===== config.mk =====
export PLATFORM = sky130hd
export DESIGN_NAME = doubler_frame_arbiter
export DESIGN_NICKNAME = d
export VERILOG_FILES = /design/src/rtl/doubler_frame_arbiter.sv
export SDC_FILE = /design/constraint.sdc
export NUM_CORES = 1
export LEC_CHECK = 0
export BUFFER_PORTS_ARGS = -buffer_cell sky130_fd_sc_hd__buf_2
export CORE_ASPECT_RATIO = 0.5
export CORE_MARGIN = 2
export CORE_UTILIZATION = 42
export CTS_CLUSTER_DIAMETER = 100
export DETAILED_ROUTE_END_ITERATION = 10
export PLACE_DENSITY = 0.74
export SETUP_SLACK_MARGIN = 0.3
export SYNTH_ARGS = -nofsm -noshare
export SYNTH_HDL_FRONTEND = slang
export SYNTH_SLANG_ARGS = --single-unit

===== constraint.sdc =====
create_clock -name in_clk -period 2.39 [get_ports in_clk]
set_clock_uncertainty 0.2 [all_clocks]
set_input_delay 0.478 -clock in_clk [delete_from_list [all_inputs] [get_ports in_clk]]
set_output_delay 0.478 -clock in_clk [all_outputs]
set_load 0.03 [all_outputs]

===== src/rtl/doubler_frame_arbiter.sv =====
// rtl/doubler_frame_arbiter.sv - frame-granular two-source arbiter feeding one bus_doubler
//
// Shares a single downstream bus_doubler between two video sources. Ownership
// only changes on a start-of-frame (vsync rising edge) of the relevant source,
// so the doubler never receives a torn frame. Output is blanked while waiting.
//
// Ports:
//   in_clk, rst                 clock, asynchronous active-high reset
//   s0_req, s1_req              level-sensitive ownership requests
//   s0_* / s1_*                 source video (hsync, vsync, den, data)
//   out_*                       registered video toward bus_doubler in_*
//   gnt                         one-hot owner while streaming, 00 otherwise
//   frames_fwd                  count of forwarded frames, wraps at 16 bits

module doubler_frame_arbiter #(
    parameter int INPUT_WIDTH = 8,
    parameter int FRAME_QUOTA = 2
) (
    input  logic                   in_clk,
    input  logic                   rst,
    input  logic                   s0_req,
    input  logic                   s1_req,
    input  logic                   s0_hsync,
    input  logic                   s0_vsync,
    input  logic                   s0_den,
    input  logic [INPUT_WIDTH-1:0] s0_data,
    input  logic                   s1_hsync,
    input  logic                   s1_vsync,
    input  logic                   s1_den,
    input  logic [INPUT_WIDTH-1:0] s1_data,
    output logic                   out_hsync,
    output logic                   out_vsync,
    output logic                   out_den,
    output logic [INPUT_WIDTH-1:0] out_data,
    output logic [1:0]             gnt,
    output logic [15:0]            frames_fwd
);

    localparam logic [7:0] QUOTA = 8'(FRAME_QUOTA);

    typedef enum logic [1:0] {
        IDLE     = 2'd0,
        WAIT_SOF = 2'd1,
        STREAM   = 2'd2
    } state_t;

    state_t                 state_q, state_d;
    // sel_q is the candidate in WAIT_SOF and the owner in STREAM
    logic                   sel_q, sel_d;
    logic                   rr_q, rr_d;
    logic [7:0]             quota_q, quota_d;
    logic [15:0]            frames_q, frames_d;
    logic [1:0]             gnt_q, gnt_d;
    logic                   vs0_q, vs1_q;
    logic                   hs_q, vs_q, den_q;
    logic                   hs_d, vs_d, den_d;
    logic [INPUT_WIDTH-1:0] data_q, data_d;

    logic sof0, sof1;
    logic sof_sel, req_sel, req_oth, req_rr;
    logic fwd;

    assign sof0    = s0_vsync & ~vs0_q;
    assign sof1    = s1_vsync & ~vs1_q;
    // Only the selected source's SOF is ever evaluated; the other is ignored
    assign sof_sel = sel_q ? sof1 : sof0;
    assign req_sel = sel_q ? s1_req : s0_req;
    assign req_oth = sel_q ? s0_req : s1_req;
    assign req_rr  = rr_q  ? s1_req : s0_req;

    always_comb begin
        state_d  = state_q;
        sel_d    = sel_q;
        rr_d     = rr_q;
        quota_d  = quota_q;
        frames_d = frames_q;
        gnt_d    = gnt_q;
        fwd      = 1'b0;
        case (state_q)
            IDLE: begin
                gnt_d = 2'b00;
                if (s0_req || s1_req) begin
                    sel_d   = req_rr ? rr_q : ~rr_q;
                    state_d = WAIT_SOF;
                end
            end
            WAIT_SOF: begin
                gnt_d = 2'b00;
                if (!req_sel) begin
                    state_d = IDLE;
                end else if (sof_sel) begin
                    state_d  = STREAM;
                    rr_d     = ~sel_q;
                    quota_d  = 8'd1;
                    frames_d = frames_q + 16'd1;
                    gnt_d    = sel_q ? 2'b10 : 2'b01;
                    fwd      = 1'b1;
                end
            end
            STREAM: begin
                fwd = 1'b1;
                if (sof_sel) begin
                    if (!req_sel) begin
                        fwd   = 1'b0;
                        gnt_d = 2'b00;
                        if (req_oth) begin
                            sel_d   = ~sel_q;
                            state_d = WAIT_SOF;
                        end else begin
                            state_d = IDLE;
                        end
                    end else if (quota_q == QUOTA && req_oth) begin
                        fwd     = 1'b0;
                        gnt_d   = 2'b00;
                        sel_d   = ~sel_q;
                        state_d = WAIT_SOF;
                    end else begin
                        // Saturate so a lone requester never times out
                        quota_d  = (quota_q == QUOTA) ? quota_q : quota_q + 8'd1;
                        frames_d = frames_q + 16'd1;
                    end
                end
            end
            default: begin
                state_d = IDLE;
                gnt_d   = 2'b00;
            end
        endcase
    end

    always_comb begin
        hs_d   = 1'b0;
        vs_d   = 1'b0;
        den_d  = 1'b0;
        data_d = '0;
        if (fwd) begin
            hs_d   = sel_q ? s1_hsync : s0_hsync;
            vs_d   = sel_q ? s1_vsync : s0_vsync;
            den_d  = sel_q ? s1_den   : s0_den;
            data_d = sel_q ? s1_data  : s0_data;
        end
    end

    always_ff @(posedge in_clk or posedge rst) begin
        if (rst) begin
            state_q  <= IDLE;
            sel_q    <= 1'b0;
            rr_q     <= 1'b0;
            quota_q  <= 8'd0;
            frames_q <= 16'd0;
            gnt_q    <= 2'b00;
            vs0_q    <= 1'b0;
            vs1_q    <= 1'b0;
            hs_q     <= 1'b0;
            vs_q     <= 1'b0;
            den_q    <= 1'b0;
            data_q   <= '0;
        end else begin
            state_q  <= state_d;
            sel_q    <= sel_d;
            rr_q     <= rr_d;
            quota_q  <= quota_d;
            frames_q <= frames_d;
            gnt_q    <= gnt_d;
            vs0_q    <= s0_vsync;
            vs1_q    <= s1_vsync;
            hs_q     <= hs_d;
            vs_q     <= vs_d;
            den_q    <= den_d;
            data_q   <= data_d;
        end
    end

    assign out_hsync  = hs_q;
    assign out_vsync  = vs_q;
    assign out_den    = den_q;
    assign out_data   = data_q;
    assign gnt        = gnt_q;
    assign frames_fwd = frames_q;

endmodule


Yosys cells after proc, flatten, opt, wreduce, memory -nomap -nowiden
Cells that the tools add are included.
{ "word_totals": {"regBits": 43, "n_memories": 0, "output_inout_bits": 29, "mem_bits_rw": 0, "input_bits": 26, "rom_bits": 0, "latch_bits": 0, "elab_cells": 97} }
{ "op_classes": {"bitwise_logic": 6, "n_addsub": 2, "shift": 0, "n_lt_le_gt_ge": 0, "eq_ne": 13, "reduce_logical": 11, "n_mux": 53, "n_mul": 0, "div": 0} }
{ "ops": {"columns": ["op", "n"], "rows": [
  ["$mux 16", 5],
  ["$mux 8", 8],
  ["$pmux 16 s2", 1],
  ["$mux 2", 12],
  ["$mux 1", 22],
  ["$add 16x1->16 const B", 1],
  ["$pmux 8 s2", 1],
  ["$ne 2x2->1 const B", 7],
  ["$ne 3x3->1 const B", 3],
  ["$add 8x1->8 const B", 1],
  ["$eq 8x2->1 const B", 1],
  ["$reduce_and 7->1", 1],
  ["$pmux 2 s3", 1],
  ["$reduce_and 6->1", 1],
  ["$reduce_and 5->1", 1],
  ["$not 1->1", 4],
  ["$pmux 1 s2", 2],
  ["$pmux 2 s2", 1],
  ["$reduce_and 4->1", 1],
  ["$reduce_bool 2->1", 2],
  ["$reduce_and 3->1", 1],
  ["$and 1x1->1", 2],
  ["$eq 2x1->1 const B", 1],
  ["$eq 2x2->1 const B", 1],
  ["other kinds (4)", 4]
]} }

Logic depth before layout (Yosys ltp)
{ "logic_depth": {"ltp_word": 7, "depth_mapped": 8} }

Least setup slack after synthesis
No wires, ideal clock.
{ "synth_path": {"path_kind": "reg-to-reg", "startpoint": "reg sel_q", "endpoint": "reg frames_q[8] (netlist: frames_fwd[8])", "stages_incl_launch_ff": 8, "required_time_ns": 2.056, "slack_ns": 0.158, "arrival_ns": 1.897, "synth_period_minus_slack_ns": 2.232, "path_cell_list": "dfrtp_1 > buf_6 > or3b_1 > buf_2 > a211o_1 > nor3b_4 > nand4_1 > xnor2_1"} }
{ "synth_between": {"elab_chain_cells": 4, "word_cells_on_any_way": 10, "cone_classes": "eq/ne: 5; mux: 3; reduce/logical: 2"} }
{ "synth_lines": {"columns": ["item", "line", "text"], "rows": [
  ["start, declared", "49", "logic sel_q, sel_d;"],
  ["start signal, assigned", "160", "sel_q <= sel_d;"],
  ["$mux 1", "68", "assign req_oth = sel_q ? s0_req : s1_req;"],
  ["$logic_and 1x1->1", "112", "end else if (quota_q == QUOTA && req_oth) begin"],
  ["$ne 2x2->1 (no source line)", null, null],
  ["$reduce_and 6->1 (no source line) *", null, null],
  ["end signal, assigned", "163", "frames_q <= frames_d;"],
  ["end, declared", "52", "logic [15:0] frames_q, frames_d;"]
]} }
Mark *: on every way between the ends. The rest lies on a longest branch, timed or not.
A chain may end at the register's enable or synchronous reset.

Worst setup path in the final report
Ends and elaborated chain as after synthesis.

==> insert_results.sql <==
INSERT INTO impl_metrics (metric_group, metric, value, unit) VALUES
('logic_synthesis', 'syn-mean-instance-area', '10.5', 'um2'),
('sta', 'max_slew_margin', '64.1', '%'),
('cells_and_area', 'layout.cells.most_common', 'sky130_fd_sc_hd__buf_2', ''),
('sta', 'fmax', '475', 'MHz'),
('place', 'final_weighted_congestion_in_routability_driven_placement', '0.863', ''),
('clocking', 'clk_latency', '300', 'ps'),
('clocking', 'clkTransAtPathRegs', '80', 'ps'),
('floorplanning', 'die-width', '106', 'um'),
('setup_path', 'classification_of_the_worst_setup_path', 'flip-flop to flip-flop', ''),
('sta', 'actual_transition_at_the_worst_max_transition_pin', '538', 'ps'),
('sta', 'finalSetupViolCount', '0', ''),
('power_and_ir_drop', 'p_leak', '1.39', 'nW'),
('sta', 'grt_setup_unrepaired', 'yes', ''),
('route', 'initialDrtViolationCount', '92', ''),
('logic_synthesis', 'most_common_flop_cell_mapped_by_yosys', 'sky130_fd_sc_hd__dfrtp_1', ''),
('route', 'post-route-drc-count', '0', ''),
('route', 'viasPerCell', '5.17', ''),
('route', 'firstDrtPassIters', '4', ''),
('grt', 'vias_in_the_first_global_route', '1694', ''),
('route', 'met3_length', '200', 'um'),
('logic_synthesis', 'postSynthRegisterBits', '43', ''),
('sta', 'period_share', '88.1', '%'),
('route', 'drt_wl_total', '4.95', 'mm'),
('setup_path', 'critPathCaptureType', 'flip-flop', ''),
('clocking', 'clk_sinks', '43', ''),
('sta', 'finalWorstPathRequiredPeriod', '2110', 'ps'),
('sta', 'fin_setup_tns', '0', 'ps'),
('floorplanning', 'dieArea', '5810', 'um2'),
('sta', 'finalHoldViolations', '0', ''),
('setup_path', 'cp_max_fo', '7', ''),
('floorplanning', 'num_io_pins', '55', ''),
('route', 'dr_total_vias', '1819', ''),
('floorplanning', 'placeableCoreArea', '4950', 'um2'),
('grt', 'globalRouteOverflowTotal', '0', ''),
('logic_synthesis', 'post_synth_instance_area', '2180', 'um2'),
('grt', 'grt_antenna_before_repair', '0', ''),
('cells_and_area', 'flow.area_growth_from_synthesis', '30.0', '%'),
('grt', 'grt_max_degree', '44', ''),
('logic_synthesis', 'yosysUniqueCellTypes', '39', ''),
('grt', 'global_route.usage.total', '17.3', '%'),
('outcome', 'outcome', 'finished clean', ''),
('setup_path', 'critical_path_required_time', '2370', 'ps'),
('clocking', 'cts_buffer_depth', '2', ''),
('clocking', 'cts_tree', 'built', ''),
('power_and_ir_drop', 'p_per_area', '917', 'nW/um2'),
('floorplanning', 'die_height', '54.9', 'um'),
('place', 'io_buffer_count', '54', ''),
('clocking', 'cts_made_buffers', '5', ''),
('sta', 'worst_hold_slack', '113', 'ps'),
('route', 'route.layer.met1.wl', '2.14', 'mm'),
('place', 'detailed_place_hpwl', '3.56', 'mm'),
('job', 'cap_viol_max_count', '0', ''),
('min_path', 'worstHoldPathType', 'input port to async pin', ''),
('route', 'met2RoutedLength', '2.55', 'mm'),
('setup_path', 'arrival', '2090', 'ps'),
('cells_and_area', 'design.final.nets', '315', ''),
('logic_synthesis', 'postSynthCellCount', '207', ''),
('floorplanning', 'initial_core_util', '43.9', '%'),
('power_and_ir_drop', 'max-vdd-ir-drop', '0.000516', 'V'),
('floorplanning', 'std_cell_rows', '18', ''),
('route', 'antenna_left', '0', ''),
('clocking', 'clock_tree.htree_level_count', '2', ''),
('logic_synthesis', 'number_of_enable_flip_flop_cells_after_synthesis', '0', ''),
('logic_synthesis', 'syn_nets', '240', ''),
('setup_path', 'start_kind', 'flip-flop', ''),
('sta', 'timing.final.max_slew_violations', '0', ''),
('logic_synthesis', 'seq_area_frac_synth', '49.5', '%'),
('route', 'routedWlPerCell', '14.0', 'um'),
('cells_and_area', 'antenna_cells', '0', ''),
('logic_synthesis', 'ys.warnings.count', '0', ''),
('cells_and_area', 'post_route_cells_drive_above_1_share', '37.2', '%'),
('cells_and_area', 'mostFrequentLayoutCells', 'sky130_fd_sc_hd__buf_2 (54), sky130_fd_sc_hd__dfrtp_1 (43), sky130_fd_sc_hd__nor2_1 (21), sky130_fd_sc_hd__buf_4 (21), sky130_fd_sc_hd__nand2_1 (18)', ''),
('logic_synthesis', 'synthArstFlopShare', '100', '%'),
('grt', 'grt_first_pass_wirelength', '7.71', 'mm'),
('clocking', 'root_cell_of_the_clock_tree', 'sky130_fd_sc_hd__clkbuf_8', ''),
('route', 'highest_layer', 'met4', '');
==> metal layers <==
metal	global-route usage [%]	vias up
met1	20.4	890
met4	6.58	0
li1	-	882
met3	4.10	5
met5	0	-
met2	32.2	42
==> sequential cells by signal, summed over array words and instances, names as in the netlist <==
name        flops
vs1_q           1
frames_fwd     16
quota_q         8
rr_q            1
out_vsync       1
vs0_q           1
gnt             2
state_q         2
sel_q           1
out_hsync       1
out_den         1
out_data        8
==> Yosys cell counts (all sizes together) (2+ instances only) <==
library cell  instances  share of area (%)
a22o                  2               0.81
dfrtp                43                 49
xnor2                13                5.2
and3                  3               0.86
clkbuf                5               0.86
nand3b                6                2.1
nand2b                3               0.86
nand3                12                2.8
nor2                 22                3.9
xor2                  2               0.81
ha                    7                4.0
nor3                  3               0.69
buf                   2               0.75
nand4                 6                1.7
and4                  2               0.81
nand2                19                3.4
mux2                  6                3.1
mux2i                12                5.5
o22ai                 3               0.86
o21ai                 7                1.6
inv                   7                1.2
a21oi                 6                1.4
o221ai                3                1.2
==> logic make-up after synthesis <==
kind of cell | share of synthesized area [%]
AOI/OAI and AO/OA | 9.14
xor gates and xnor gates | 6.04
adders and majority gates | 4.03
buffers and inverters | 2.82
DFF | 49.5
muxes | 8.63
and+or+nand+nor | 19.9
==> per-stage QoR <==
stage	power [W]	std cells	utilization [%]	instance area (um2)	setup slack, ps
4_1_cts	0.00253	347	55.5	2750	270
5_1_grt	0.00276	352	57.1	2830	188
3_5_place_dp	0.00201	334	52.4	2590	-27.0
3_3_place_gp	0.00195	334	52.4	2590	48.9
6_report	0.00259	352	57.1	2830	285
2_1_floorplan	0.00172	207	-	2200	199
==> cell type report <==
type	count	area [um2]
inverters	7	26.3
multi-input cells	150	1120
clock buffers	6	82.6
clock inverters	1	5.00
well taps	70	87.6
repair buffers	75	428
fillers	430	2130
flip-flops and latches	43	1080
==> path summary, 6_finish.rpt <==
check | from | to | slack (ps) | cells past startpoint
worst max-delay path | sel_q$_DFFE_PP0P_ | frames_fwd[8]$_DFFE_PP0P_ | 280 | 5
worst min-delay path | rst | frames_fwd[13]$_DFFE_PP0P_ | 110 | 3
worst max register to register | sel_q$_DFFE_PP0P_ | frames_fwd[8]$_DFFE_PP0P_ | 280 | 5
worst min register to register | frames_fwd[15]$_DFFE_PP0P_ | frames_fwd[15]$_DFFE_PP0P_ | 270 | 1
max in group asynchronous | rst | frames_fwd[15]$_DFFE_PP0P_ | 1510 | 3
min in group in_clk | s0_vsync | vs0_q$_DFF_PP0_ | 110 | 1
==> what timing repair did <==
item,CTS,global route
setup buffers,6,5
hold buffers,0,0
resized for setup,7,11
pin swaps,9,10
endpoints found under the setup margin,17,32
==> worst max-delay path, cell delays in order (launching register included) <==
cell and delay (ps):
sky130_fd_sc_hd__dfrtp_1 400, sky130_fd_sc_hd__or3b_4 440, sky130_fd_sc_hd__a211o_1 320, sky130_fd_sc_hd__nor3b_4 320, sky130_fd_sc_hd__nand4_1 160, sky130_fd_sc_hd__xnor2_1 160
==> power breakdown <==
part / total (W) / leakage, nW / switching (W) / internal (W)
logic: 0.00110 / 0.781 / 0.000620 / 0.000484
registers: 0.00102 / 0.563 / 0.000146 / 0.000871
clock network: 0.000473 / 0.0470 / 0.000247 / 0.000227
Power figures use the tool's default switching activity.
